## src/rtl/deadtime_gate_driver.sv

```systemverilog
// Half-bridge gate driver: turns the controller's switching variable into two
// complementary gate commands with fixed dead-time, minimum on-time and period monitor.
module deadtime_gate_driver #(
   parameter int unsigned DEADTIME = 20,
   parameter int unsigned MIN_ON   = 100,
   parameter int unsigned CNT_W    = 16
) (
   input  logic             i_clock,
   input  logic             i_RESET,
   input  logic             i_sigma,
   input  logic             i_enable,
   output logic             o_gate_H,
   output logic             o_gate_L,
   output logic [2:0]       o_state,
   output logic [CNT_W-1:0] o_period,
   output logic             o_period_valid
);

   typedef enum logic [2:0] {
      ST_OFF     = 3'd0,
      ST_DT_TO_H = 3'd1,
      ST_HIGH    = 3'd2,
      ST_DT_TO_L = 3'd3,
      ST_LOW_ON  = 3'd4
   } state_e;

   localparam logic [CNT_W-1:0] DT_LAST  = CNT_W'(DEADTIME);
   localparam logic [CNT_W-1:0] MIN_ON_C = CNT_W'(MIN_ON);
   localparam logic [CNT_W-1:0] CNT_ONE  = CNT_W'(1);
   localparam logic [CNT_W-1:0] CNT_MAX  = '1;

   state_e           state_q;
   logic             sigma_q;
   logic             first_edge_q;
   logic [CNT_W-1:0] dt_cnt_q;
   logic [CNT_W-1:0] dwell_cnt_q;
   logic [CNT_W-1:0] per_cnt_q;
   logic             gate_h_q;
   logic             gate_l_q;
   logic [CNT_W-1:0] period_q;
   logic             period_valid_q;

   logic [CNT_W-1:0] dwell_d;
   logic [CNT_W-1:0] per_d;
   logic             dwell_met_c;

   // Saturating counter increments; dwell is judged on its incremented value so a
   // leg stays on for exactly MIN_ON cycles at minimum.
   always_comb begin
      dwell_d     = (dwell_cnt_q >= MIN_ON_C) ? dwell_cnt_q : dwell_cnt_q + CNT_ONE;
      per_d       = (per_cnt_q == CNT_MAX) ? per_cnt_q : per_cnt_q + CNT_ONE;
      dwell_met_c = (dwell_d >= MIN_ON_C);
   end

   always_ff @(posedge i_clock) begin
      if (i_RESET) begin
         state_q        <= ST_OFF;
         sigma_q        <= 1'b0;
         first_edge_q   <= 1'b1;
         dt_cnt_q       <= '0;
         dwell_cnt_q    <= '0;
         per_cnt_q      <= '0;
         gate_h_q       <= 1'b0;
         gate_l_q       <= 1'b0;
         period_q       <= '0;
         period_valid_q <= 1'b0;
      end else begin
         sigma_q        <= i_sigma;
         per_cnt_q      <= per_d;
         period_valid_q <= 1'b0;
         if (!i_enable) begin
            state_q  <= ST_OFF;
            gate_h_q <= 1'b0;
            gate_l_q <= 1'b0;
         end else begin
            unique case (state_q)
               ST_OFF: begin
                  first_edge_q <= 1'b1;
                  dt_cnt_q     <= CNT_ONE;
                  state_q      <= sigma_q ? ST_DT_TO_H : ST_DT_TO_L;
               end
               ST_DT_TO_H: begin
                  if (dt_cnt_q >= DT_LAST) begin
                     state_q      <= ST_HIGH;
                     gate_h_q     <= 1'b1;
                     dwell_cnt_q  <= '0;
                     per_cnt_q    <= CNT_ONE;
                     first_edge_q <= 1'b0;
                     // First rising edge after enable has no predecessor to measure from
                     if (!first_edge_q) begin
                        period_q       <= per_cnt_q;
                        period_valid_q <= 1'b1;
                     end
                  end else begin
                     dt_cnt_q <= dt_cnt_q + CNT_ONE;
                  end
               end
               ST_HIGH: begin
                  dwell_cnt_q <= dwell_d;
                  if (!sigma_q && dwell_met_c) begin
                     state_q  <= ST_DT_TO_L;
                     gate_h_q <= 1'b0;
                     dt_cnt_q <= CNT_ONE;
                  end
               end
               ST_DT_TO_L: begin
                  if (dt_cnt_q >= DT_LAST) begin
                     state_q     <= ST_LOW_ON;
                     gate_l_q    <= 1'b1;
                     dwell_cnt_q <= '0;
                  end else begin
                     dt_cnt_q <= dt_cnt_q + CNT_ONE;
                  end
               end
               ST_LOW_ON: begin
                  dwell_cnt_q <= dwell_d;
                  if (sigma_q && dwell_met_c) begin
                     state_q  <= ST_DT_TO_H;
                     gate_l_q <= 1'b0;
                     dt_cnt_q <= CNT_ONE;
                  end
               end
               default: begin
                  state_q  <= ST_OFF;
                  gate_h_q <= 1'b0;
                  gate_l_q <= 1'b0;
               end
            endcase
         end
      end
   end

   assign o_gate_H       = gate_h_q;
   assign o_gate_L       = gate_l_q;
   assign o_state        = state_q;
   assign o_period       = period_q;
   assign o_period_valid = period_valid_q;

endmodule
```

## config.mk

```make
export PLATFORM = sky130hd
export DESIGN_NAME = deadtime_gate_driver
export DESIGN_NICKNAME = d
export VERILOG_FILES = /design/src/rtl/deadtime_gate_driver.sv
export SDC_FILE = /design/constraint.sdc
export NUM_CORES = 1
export LEC_CHECK = 0
export ABC_AREA = 0
export ABC_CLOCK_PERIOD_IN_PS = 2300
export CAP_MARGIN = 10
export CORE_MARGIN = 1.5
export CORE_UTILIZATION = 49
export CTS_BUF_LIST = sky130_fd_sc_hd__clkbuf_4 sky130_fd_sc_hd__clkbuf_8 sky130_fd_sc_hd__clkbuf_16
export DETAILED_ROUTE_END_ITERATION = 16
export GPL_TIMING_DRIVEN = 1
export PLACE_DENSITY = 0.69
export REMOVE_ABC_BUFFERS = 1
export SLEW_MARGIN = 20
export SYNTH_ARGS = -nofsm -noshare
export SYNTH_HDL_FRONTEND = slang
export SYNTH_SLANG_ARGS = --single-unit
```

## constraint.sdc

```tcl
create_clock -name i_clock -period 2.3 [get_ports i_clock]
set_input_delay 0.46 -clock i_clock [delete_from_list [all_inputs] [get_ports i_clock]]
set_output_delay 0.46 -clock i_clock [all_outputs]
set_load 0.03 [all_outputs]
```

# Word-level counts from Yosys, hierarchy flattened
# Index checks and enable logic that the tools add are counted.
# Widths: inputs -> output; s select.
# op_classes
n_addsub	3
magnitude_cmp	3
muxes	25
n_reduce_logical	20
eq_ne	11
n_bitwise	6
# ops
operator	n
$mux 16	9
$pmux 16 s4	1
$add 16x1->16 const B	3
$ge 16x7->1 const B	2
$pmux 16 s2	1
$eq 16x16->1 const B	1
$ge 16x5->1 const B	1
$pmux 3 s5	1
$mux 3	4
$reduce_and 3->1	4
$ne 2x2->1 const B	5
$reduce_and 4->1	2
$eq 3x2->1 const B	2
$not 1->1	6
$pmux 1 s3	2
$reduce_or 2->1	3
$reduce_or 3->1	2
$mux 1	5
$reduce_and 5->1	1
$reduce_bool 2->1	2
$reduce_bool 4->1	1
$reduce_or 4->1	1
$eq 3x1->1 const B	1
$eq 3x3->1 const B	1
6 further kinds	7
# word_totals
input_bits	4
register_bits	72
word_cells	78

# Logic depth before layout (Yosys ltp)
# Gate-level depths: netlist of the first run.
# logic_depth
ltp_word	6
mapped_depth	9
mapped_depth_nobuf	7

# Worst setup path before layout of the first run
# No wires, ideal clock.
# synth_path
path_type	flip-flop to flip-flop
start	register state_q[2] (netlist: o_state[2])
end	register period_q[10] (netlist: o_period[10])
setup_slack_ns	0.201
synth_period_minus_slack_ns	2.099
setup_ns	0.128
arrival_ns	1.972
n_path_buf	3
stages_incl_launch_ff	10
path_cell_list	dfxtp_1 > buf_2 > nand2b_1 > buf_2 > a41oi_2 > nand3b_2 > nor2_4 > buf_6 > mux2i_1 > nor2_1
# synth_via
elab_chain_len	2
# synth_rtl
element	line_no	rtl
start, declared	32	state_e state_q;
start signal, assigned	80	state_q <= sigma_q ? ST_DT_TO_H : ST_DT_TO_L;
$eq 3x1->1	76	unique case (state_q)
$reduce_and 4->1 (no line)	n/a	
end signal, assigned	91	period_q <= per_cnt_q;
end, declared	40	logic [CNT_W-1:0] period_q;
# No other way between the ends.
# A chain may end at the register's enable or synchronous reset.

# Worst setup path after layout of the first run
# layout_path
start	register dwell_cnt_q[1]
end	register dt_cnt_q[4]
# layout_via
elab_chain_len	6
elab_cells_between_ends	9
cone_classes	add/sub: 1; order compare: 2; eq/ne: 2; mux: 1; reduce/logical: 3
# layout_rtl
element	line_no	rtl
start, declared	36	logic [CNT_W-1:0] dwell_cnt_q;
start signal, assigned	99	dwell_cnt_q <= dwell_d;
start signal, assigned	116	dwell_cnt_q <= dwell_d;
$add 16x1->16 or $ge 16x7->1 (tied branches)	50	dwell_d = (dwell_cnt_q >= MIN_ON_C) ? dwell_cnt_q : dwell_cnt_q + CNT_ONE;
$mux 16 *	50	
$ge 16x7->1 *	52	dwell_met_c = (dwell_d >= MIN_ON_C);
$logic_and 1x1->1, on equally long branches	117, 100	
$ne 2x2->1 (no line)	n/a	
$reduce_and 5->1 (no line) *	n/a	
end signal, assigned	95	dt_cnt_q <= dt_cnt_q + CNT_ONE;
end signal, assigned	112	dt_cnt_q <= dt_cnt_q + CNT_ONE;
end, declared	35	logic [CNT_W-1:0] dt_cnt_q;
# Mark *: on every way between the ends. The rest lies on a longest branch, timed or not.

==> impl_metrics.prom, run 1 <==
# TYPE chip_impl_metric gauge
chip_impl_metric{name="routed-via-count",unit=""} 2607
chip_impl_metric{name="detail_route.wirelength",unit="mm"} 6.51
chip_impl_metric{name="area.growth.synth_to_final",unit="%"} 18.9
chip_impl_metric{name="cellInternalPower",unit="mW"} 1.87
chip_impl_metric{name="post_drt_via_cell_ratio",unit=""} 5.49
chip_impl_metric{name="maximum_number_of_pins_on_one_net_before_global_route_repair",unit=""} 17
chip_impl_metric{name="clock_sinks",unit=""} 72
chip_impl_info{name="run_status",value="completed"} 1
chip_impl_metric{name="yosys_warnings",unit=""} 0
chip_impl_metric{name="comb_power_share",unit="%"} 5.4
chip_impl_info{name="critical_path.startpoint_type",value="flip-flop"} 1
chip_impl_metric{name="syn-cell-area",unit="µm²"} 3190
chip_impl_metric{name="num-nets-final",unit=""} 402
chip_impl_info{name="root_buffer_cell",value="sky130_fd_sc_hd__clkbuf_8"} 1
chip_impl_metric{name="routabilityCongestion",unit=""} 0.870
chip_impl_info{name="worstSetupEndpointType",value="flip-flop"} 1
chip_impl_metric{name="synth_enable_flop_cells",unit=""} 0
chip_impl_info{name="worst-setup-path-type",value="reg -> reg"} 1
chip_impl_metric{name="floorplan.rows",unit=""} 29
chip_impl_metric{name="power.switching_fraction",unit="%"} 22.6
chip_impl_metric{name="io_pins",unit=""} 26
chip_impl_metric{name="finalClockSkew",unit="ns"} 0.00892
chip_impl_metric{name="dp.final_hpwl",unit="mm"} 4.76
chip_impl_metric{name="ant_nets",unit=""} 0
chip_impl_metric{name="cap_violations",unit=""} 0
chip_impl_metric{name="drive_gt1_share",unit="%"} 11.1
chip_impl_metric{name="syn_area_per_cell",unit="µm²"} 8.93
chip_impl_metric{name="insertedDiodeCount",unit=""} 0
chip_impl_metric{name="io_buffers",unit=""} 25
chip_impl_metric{name="postLayoutCoreUtil",unit="%"} 60.0
chip_impl_metric{name="setup_tns",unit="ns"} 0
chip_impl_metric{name="finalSetupViolCount",unit=""} 0
chip_impl_metric{name="share_clk_of_total_power",unit="%"} 41.7
chip_impl_metric{name="p_switching",unit="µW"} 545
chip_impl_metric{name="yosys_register_bits",unit=""} 72
chip_impl_metric{name="die_height",unit="µm"} 83.6
chip_impl_info{name="commonest_cells_post_synth",value="72 x sky130_fd_sc_hd__dfxtp_1, 59 x sky130_fd_sc_hd__nor2_1, 22 x sky130_fd_sc_hd__nand2_1"} 1
chip_impl_metric{name="ys_seq_area_share",unit="%"} 45.2
chip_impl_metric{name="post_synth_inst_count",unit=""} 357
chip_impl_metric{name="hold_viol_final",unit=""} 0
chip_impl_metric{name="relSlewSlack",unit="%"} 60.5
chip_impl_metric{name="clkSlewWorstSetupHoldPaths",unit="ns"} 0.07
chip_impl_metric{name="p_seq_share",unit="%"} 52.8
chip_impl_metric{name="htree_levels",unit=""} 3
chip_impl_metric{name="worstPathMaxFanout",unit=""} 9
chip_impl_metric{name="fin_crit",unit="ns"} 2.12
chip_impl_metric{name="globalRouteTotalUtil",unit="%"} 20.2
chip_impl_metric{name="max_freq",unit="MHz"} 472
chip_impl_metric{name="drt_iter0_drc",unit=""} 153
chip_impl_metric{name="route.detailed.wl_per_inst",unit="µm"} 13.7
chip_impl_metric{name="tcrit_tclk_final",unit="%"} 92.2
chip_impl_metric{name="cellLeakagePower",unit="nW"} 1.36
chip_impl_metric{name="initial_antenna_violation_count",unit=""} 0
chip_impl_metric{name="die-width",unit="µm"} 83.6
chip_impl_metric{name="initial_utilization",unit="%"} 50.5
chip_impl_metric{name="worst_skew_pair.late_latency",unit="ns"} 0.33
chip_impl_metric{name="finalMaxSlewViolations",unit=""} 0
chip_impl_metric{name="grt_pass1_vias",unit=""} 2539
chip_impl_info{name="ys_dominant_reg_cell",value="sky130_fd_sc_hd__dfxtp_1"} 1
chip_impl_metric{name="peakVddDrop",unit="V"} 0.000532
chip_impl_info{name="cts_tree",value="done"} 1
chip_impl_info{name="rsz0062_at_grt",value="false"} 1
chip_impl_metric{name="remaining_drc_errors",unit=""} 0
chip_impl_metric{name="core_area",unit="µm²"} 6310
chip_impl_info{name="min_path_type",value="reg -> reg"} 1
chip_impl_metric{name="power",unit="mW"} 2.41
chip_impl_metric{name="numCtsBuffers",unit=""} 9
chip_impl_metric{name="synth_top_area_share",unit="%"} 45.2
chip_impl_info{name="synth_largest_area_cell",value="sky130_fd_sc_hd__dfxtp_1"} 1
chip_impl_metric{name="worstMarginPinSlew",unit="ns"} 0.592
chip_impl_metric{name="dr.pass1.iters",unit=""} 5
chip_impl_metric{name="async_reset_ff_share",unit="%"} 0
chip_impl_metric{name="grt.overflow.total",unit=""} 0
chip_impl_metric{name="critPathRequiredTime",unit="ns"} 2.53
chip_impl_metric{name="grt_pass1_wl",unit="mm"} 11.6
chip_impl_info{name="main_area_contributors_after_synthesis",value="sky130_fd_sc_hd__dfxtp_1 45%, sky130_fd_sc_hd__nor2_1 6.9%, sky130_fd_sc_hd__mux2i_1 5.7%, sky130_fd_sc_hd__nand3_1 3.0%, sky130_fd_sc_hd__nand2_1 2.6%"} 1
chip_impl_metric{name="power-per-cell-area",unit="nW/µm²"} 636
chip_impl_metric{name="floorplan.die_area",unit="µm²"} 7000
chip_impl_metric{name="clock_tree.buffer_depth",unit=""} 2
chip_impl_metric{name="crit_arrival",unit="ns"} 2.35
chip_impl_metric{name="ys_types",unit=""} 52
chip_impl_metric{name="post_cts.repair.setup_buffers",unit=""} 0
chip_impl_info{name="synth_most_common_cell",value="sky130_fd_sc_hd__dfxtp_1"} 1
-- sequential cells by signal, indices dropped and copies added, names as in the netlist --
signal	cells
dt_cnt_q	16
dwell_cnt_q	16
o_period	16
per_cnt_q	16
o_state	3
first_edge_q	1
o_gate_H	1
o_gate_L	1
o_period_valid	1
sigma_q	1
-- placed cells by master, fill, tap and decap left out, types with 2 or more instances in the layout --
cell type,Yosys,layout
sky130_fd_sc_hd__dfxtp_1,72,72
sky130_fd_sc_hd__nor2_1,59,59
sky130_fd_sc_hd__clkdlybuf4s50_1,0,25
sky130_fd_sc_hd__nand2_1,22,22
sky130_fd_sc_hd__nand3_1,19,19
sky130_fd_sc_hd__mux2i_1,18,18
sky130_fd_sc_hd__buf_4,0,15
sky130_fd_sc_hd__inv_1,14,14
sky130_fd_sc_hd__nor3_1,12,12
sky130_fd_sc_hd__o21ai_0,11,11
sky130_fd_sc_hd__and2_1,11,11
sky130_fd_sc_hd__clkbuf_8,0,11
sky130_fd_sc_hd__nand4_1,9,9
sky130_fd_sc_hd__a21oi_1,8,8
sky130_fd_sc_hd__xor2_1,8,8
sky130_fd_sc_hd__and3_1,6,6
sky130_fd_sc_hd__a31oi_1,6,6
sky130_fd_sc_hd__xnor2_1,5,5
sky130_fd_sc_hd__nor4_1,5,5
sky130_fd_sc_hd__ha_1,5,5
sky130_fd_sc_hd__o21a_1,4,4
sky130_fd_sc_hd__nor2b_1,4,4
sky130_fd_sc_hd__a41oi_1,4,4
sky130_fd_sc_hd__o31ai_1,3,3
sky130_fd_sc_hd__clkinv_2,0,3
sky130_fd_sc_hd__or3_1,2,2
sky130_fd_sc_hd__nor4_4,2,2
sky130_fd_sc_hd__and4_1,2,2
sky130_fd_sc_hd__o22ai_1,2,2
sky130_fd_sc_hd__a31o_2,2,2
sky130_fd_sc_hd__a221oi_1,2,2
sky130_fd_sc_hd__a32o_1,2,2
-- metrics by stage --
step | setup slack, ns | cell area [µm²] | cells | hold slack [ns]
floorplan | 0.239 | 3100 | 341 | 0.408
global placement | 0.189 | 3580 | 459 | 0.417
CTS | 0.154 | 3790 | 475 | 0.430
global route | 0.0443 | 3790 | 475 | 0.452
finish | 0.180 | 3790 | 475 | 0.428
detailed placement | 0.118 | 3580 | 459 | 0.418
-- repair_timing --
action | in CTS | in global routing
hold buffers | 0 | 0
resized for setup | 0 | 1
setup endpoints to repair | 0 | 8
-- power groups by stage --
stage | clock, mW | combinational [mW] | sequential (mW)
3_3_place_gp | 0 | 0.128 | 1.30
5_1_grt | 1.10 | 0.144 | 1.28
4_1_cts | 1.04 | 0.131 | 1.27
2_1_floorplan | 0 | 0.0666 | 1.30
6_report | 1.01 | 0.131 | 1.27
3_5_place_dp | 0 | 0.130 | 1.30
-- cell families (layout without fill, tap and decap cells) --
group	count (synthesis)	count (layout)	synth area share (%)
simple gates	162	162	26.0
flops	72	72	45.2
mux	18	18	5.65
xor+xnor	13	13	3.57
buf+inv	30	71	4.24
compound gates	57	57	13.3
fa+ha+maj	5	5	1.96
-- area by class of cell --
type	instances	area, µm²
tap	77	96.3
clock buffer	11	151
inverter	14	52.6
sequential	72	1440
clock inverter	5	53.8
multi-input combinational	255	1610
fill	569	2520
timing repair buffer	41	383
-- metal layers --
metal  part of all wire (%)  routed length (µm)  track usage [%]  vias to the layer above
li1                       -                   -                -                     1346
met1                     50                3280             26.7                     1222
met2                     46                3000             31.5                       35
met3                    2.8                 184             4.45                        4
met4                   0.72                  47             9.84                        0
met5                      0                   0                0                        -
-- critical path: stages (launching register included) --
cell	delay, ns
sky130_fd_sc_hd__dfxtp_1	0.42
sky130_fd_sc_hd__ha_1	0.26
sky130_fd_sc_hd__nand2_1	0.07
sky130_fd_sc_hd__o21ai_0	0.19
sky130_fd_sc_hd__o211ai_1	0.18
sky130_fd_sc_hd__a211oi_4	0.45
sky130_fd_sc_hd__o21ai_0	0.17
sky130_fd_sc_hd__a32o_1	0.28
-- final timing paths --
check                 start           end  slack [ns]  cells after the start
max          dwell_cnt_q[1]   dt_cnt_q[4]        0.18                      7
min            dt_cnt_q[15]  dt_cnt_q[15]        0.43                      2
max reg2reg  dwell_cnt_q[1]   dt_cnt_q[4]        0.18                      7
min reg2reg    dt_cnt_q[15]  dt_cnt_q[15]        0.43                      2
Note: power is estimated with default switching activity, not from simulation.
==> run 2, diff against run 1 <==
==> constraint.sdc (replaced) <==
create_clock -name i_clock -period 2.3 [get_ports i_clock]
set_input_delay 0.345 -clock i_clock [delete_from_list [all_inputs] [get_ports i_clock]]
set_output_delay 0.345 -clock i_clock [all_outputs]
set_load 0.03 [all_outputs]
==> run 2 against run 1 <==
Final cell count decreased by 0.42%. Non-clock buffer count shrank 2. Clock-buffer cell count increased by 1. Clock skew down 0.0034 ns. Maximum frequency rose by 0.40%. Worst setup slack improved by 0.0084 ns. Critical path depth decreased by 1. Register-to-register slack hardly changed. Wire length grew 0.98%. Clock power fell by 6%.
==> impl_metrics.prom, run 2 (synthesis gave the netlist of run 1 again) <==
# TYPE chip_impl_metric gauge
chip_impl_metric{name="worstMarginPinSlew",unit="ns"} 0.517
chip_impl_metric{name="drt_iter0_drc",unit=""} 113
chip_impl_metric{name="cellLeakagePower",unit="nW"} 1.34
chip_impl_metric{name="htree_levels",unit=""} 3
chip_impl_info{name="commonest_non_fill_non_tap_cells_in_the_layout",value="70 x sky130_fd_sc_hd__dfxtp_1, 59 x sky130_fd_sc_hd__nor2_1, 25 x sky130_fd_sc_hd__clkdlybuf4s50_1"} 1
chip_impl_metric{name="comb_power_share",unit="%"} 5.6
chip_impl_metric{name="floorplan.rows",unit=""} 29
chip_impl_metric{name="place_inst",unit=""} 455
chip_impl_metric{name="max_freq",unit="MHz"} 474
chip_impl_info{name="mostFrequentLayoutCell",value="sky130_fd_sc_hd__dfxtp_1"} 1
chip_impl_metric{name="finalClockSkew",unit="ns"} 0.00551
chip_impl_metric{name="ant_nets",unit=""} 0
chip_impl_metric{name="crit_arrival",unit="ns"} 2.37
chip_impl_metric{name="cap_violations",unit=""} 0
chip_impl_metric{name="clkSlewWorstSetupHoldPaths",unit="ns"} 0.08
chip_impl_metric{name="die_height",unit="µm"} 83.6
chip_impl_metric{name="p_seq_share",unit="%"} 54.1
chip_impl_metric{name="relSlewSlack",unit="%"} 65.5
chip_impl_metric{name="initial_antenna_violation_count",unit=""} 0
chip_impl_metric{name="insertedDiodeCount",unit=""} 0
chip_impl_metric{name="globalRouteTotalUtil",unit="%"} 20.0
chip_impl_info{name="run_status",value="completed"} 1
chip_impl_metric{name="detail_route.wirelength",unit="mm"} 6.58
chip_impl_metric{name="dp_worst_slack",unit="ns"} 0.148
chip_impl_metric{name="clock_sinks",unit=""} 72
chip_impl_metric{name="die-width",unit="µm"} 83.6
chip_impl_metric{name="postCtsHoldBufs",unit=""} 0
chip_impl_metric{name="io_pins",unit=""} 26
chip_impl_metric{name="drive_gt1_share",unit="%"} 11.4
chip_impl_info{name="worstReg2RegStart",value="dt_cnt_q[2]"} 1
chip_impl_metric{name="worst-r2r-setup-slack",unit="ns"} 0.19
chip_impl_metric{name="clock_tree.buffer_depth",unit=""} 2
chip_impl_info{name="cts_tree",value="done"} 1
chip_impl_info{name="critical_path.startpoint_type",value="flip-flop"} 1
chip_impl_info{name="root_buffer_cell",value="sky130_fd_sc_hd__clkbuf_8"} 1
chip_impl_metric{name="power-per-cell-area",unit="nW/µm²"} 624
chip_impl_info{name="hold_start",value="dt_cnt_q[15]"} 1
chip_impl_metric{name="dr.pass1.iters",unit=""} 4
chip_impl_metric{name="layout_setup_ws",unit="ns"} 0.188
chip_impl_metric{name="placed_cell_areas",unit="µm²"} 3550
chip_impl_metric{name="dp.final_hpwl",unit="mm"} 4.57
chip_impl_metric{name="initial_utilization",unit="%"} 50.5
chip_impl_info{name="worst_setup_sp",value="dt_cnt_q[2]"} 1
chip_impl_metric{name="remaining_drc_errors",unit=""} 0
chip_impl_metric{name="fin_crit",unit="ns"} 2.11
chip_impl_metric{name="p_switching",unit="µW"} 567
chip_impl_metric{name="critPathRequiredTime",unit="ns"} 2.55
chip_impl_metric{name="maximum_number_of_pins_on_one_net_before_global_route_repair",unit=""} 18
chip_impl_metric{name="hold-worst-slack",unit="ns"} 0.448
chip_impl_metric{name="finalMaxSlewViolations",unit=""} 0
chip_impl_metric{name="setup_tns",unit="ns"} 0
chip_impl_metric{name="post_drt_via_cell_ratio",unit=""} 5.54
chip_impl_metric{name="worst_skew_pair.late_latency",unit="ns"} 0.35
chip_impl_metric{name="peakVddDrop",unit="V"} 0.000453
chip_impl_metric{name="finalNonFillerCells",unit=""} 473
chip_impl_metric{name="routed-via-count",unit=""} 2622
chip_impl_info{name="worst-setup-path-type",value="reg -> reg"} 1
chip_impl_metric{name="grt_pass1_vias",unit=""} 2416
chip_impl_metric{name="core_area",unit="µm²"} 6310
chip_impl_metric{name="finalSetupViolCount",unit=""} 0
chip_impl_metric{name="multi_input_area",unit="µm²"} 1620
chip_impl_metric{name="io_buffers",unit=""} 25
chip_impl_metric{name="worstPathMaxFanout",unit=""} 8
chip_impl_metric{name="share_clk_of_total_power",unit="%"} 40.3
chip_impl_metric{name="floorplan.die_area",unit="µm²"} 7000
chip_impl_metric{name="hold_viol_final",unit=""} 0
chip_impl_metric{name="tcrit_tclk_final",unit="%"} 91.8
chip_impl_metric{name="numCtsBuffers",unit=""} 9
chip_impl_metric{name="num-nets-final",unit=""} 400
chip_impl_metric{name="area.growth.synth_to_final",unit="%"} 18.3
chip_impl_metric{name="fillerInstances",unit=""} 564
chip_impl_metric{name="grt_pass1_wl",unit="mm"} 11.3
chip_impl_metric{name="route.detailed.wl_per_inst",unit="µm"} 13.9
chip_impl_info{name="worstSetupEndpointType",value="flip-flop"} 1
chip_impl_metric{name="final_area",unit="µm²"} 3770
chip_impl_metric{name="grt.overflow.total",unit=""} 0
chip_impl_info{name="min_path_type",value="reg -> reg"} 1
chip_impl_metric{name="seqCellArea",unit="µm²"} 1440
chip_impl_metric{name="cellInternalPower",unit="mW"} 1.79
chip_impl_metric{name="power.switching_fraction",unit="%"} 24.1
chip_impl_metric{name="routabilityCongestion",unit=""} 0.854
==> run 2: power groups by stage <==
| stage | sequential [mW] | combinational, mW | clock [mW] |
|---|---|---|---|
| after floorplan | 1.30 | 0.0666 | 0 |
| after global placement | 1.30 | 0.125 | 0 |
| after detailed placement | 1.30 | 0.126 | 0 |
| after CTS | 1.27 | 0.127 | 0.975 |
| after global routing | 1.27 | 0.148 | 1.03 |
| final | 1.27 | 0.133 | 0.948 |
==> run 2: stage by stage <==
step	total power, mW	util, %
after floorplan	1.37	-
after global placement	1.43	56.3
after detailed placement	1.43	56.3
after CTS	2.38	59.3
after global routing	2.45	59.7
final	2.35	59.7
==> run 2: metal layers <==
metal,vias up,track usage (%),wire length [µm]
li1,1335,-,-
met1,1232,26.7,3200
met2,47,31.1,3040
met3,8,6.23,269
met4,0,6.26,66
met5,-,0,0
==> run 2: path summary, 6_finish.rpt <==
check | end | depth (start not counted)
worst max-delay path | dt_cnt_q[3] | 6
worst min-delay path | dt_cnt_q[15] | 2
worst min register to register | dt_cnt_q[15] | 2
worst max register to register | dt_cnt_q[3] | 6
==> run 2: critical path: stages (launching register included) <==
cell and delay [ns]:
sky130_fd_sc_hd__dfxtp_1 0.36, sky130_fd_sc_hd__o21ai_0 0.34, sky130_fd_sc_hd__nand4_2 0.23, sky130_fd_sc_hd__a2bb2oi_1 0.23, sky130_fd_sc_hd__a211oi_4 0.40, sky130_fd_sc_hd__o21ai_0 0.18, sky130_fd_sc_hd__a31o_2 0.27
==> run 2: timing repair <==
action,in CTS,in global routing
endpoints found under the hold margin,0,0
resized for setup,0,4
setup endpoints to repair,0,17
setup buffers,0,2
==> run 2: cell type report <==
cell class | instances | area share (%)
Multi-Input combinational cell | 255 | 42.9
Sequential cell | 72 | 38.3
Timing Repair Buffer | 39 | 9.75
Clock buffer | 12 | 4.38
Tap cell | 77 | 2.55
Inverter | 14 | 1.39
Clock inverter | 4 | 0.730
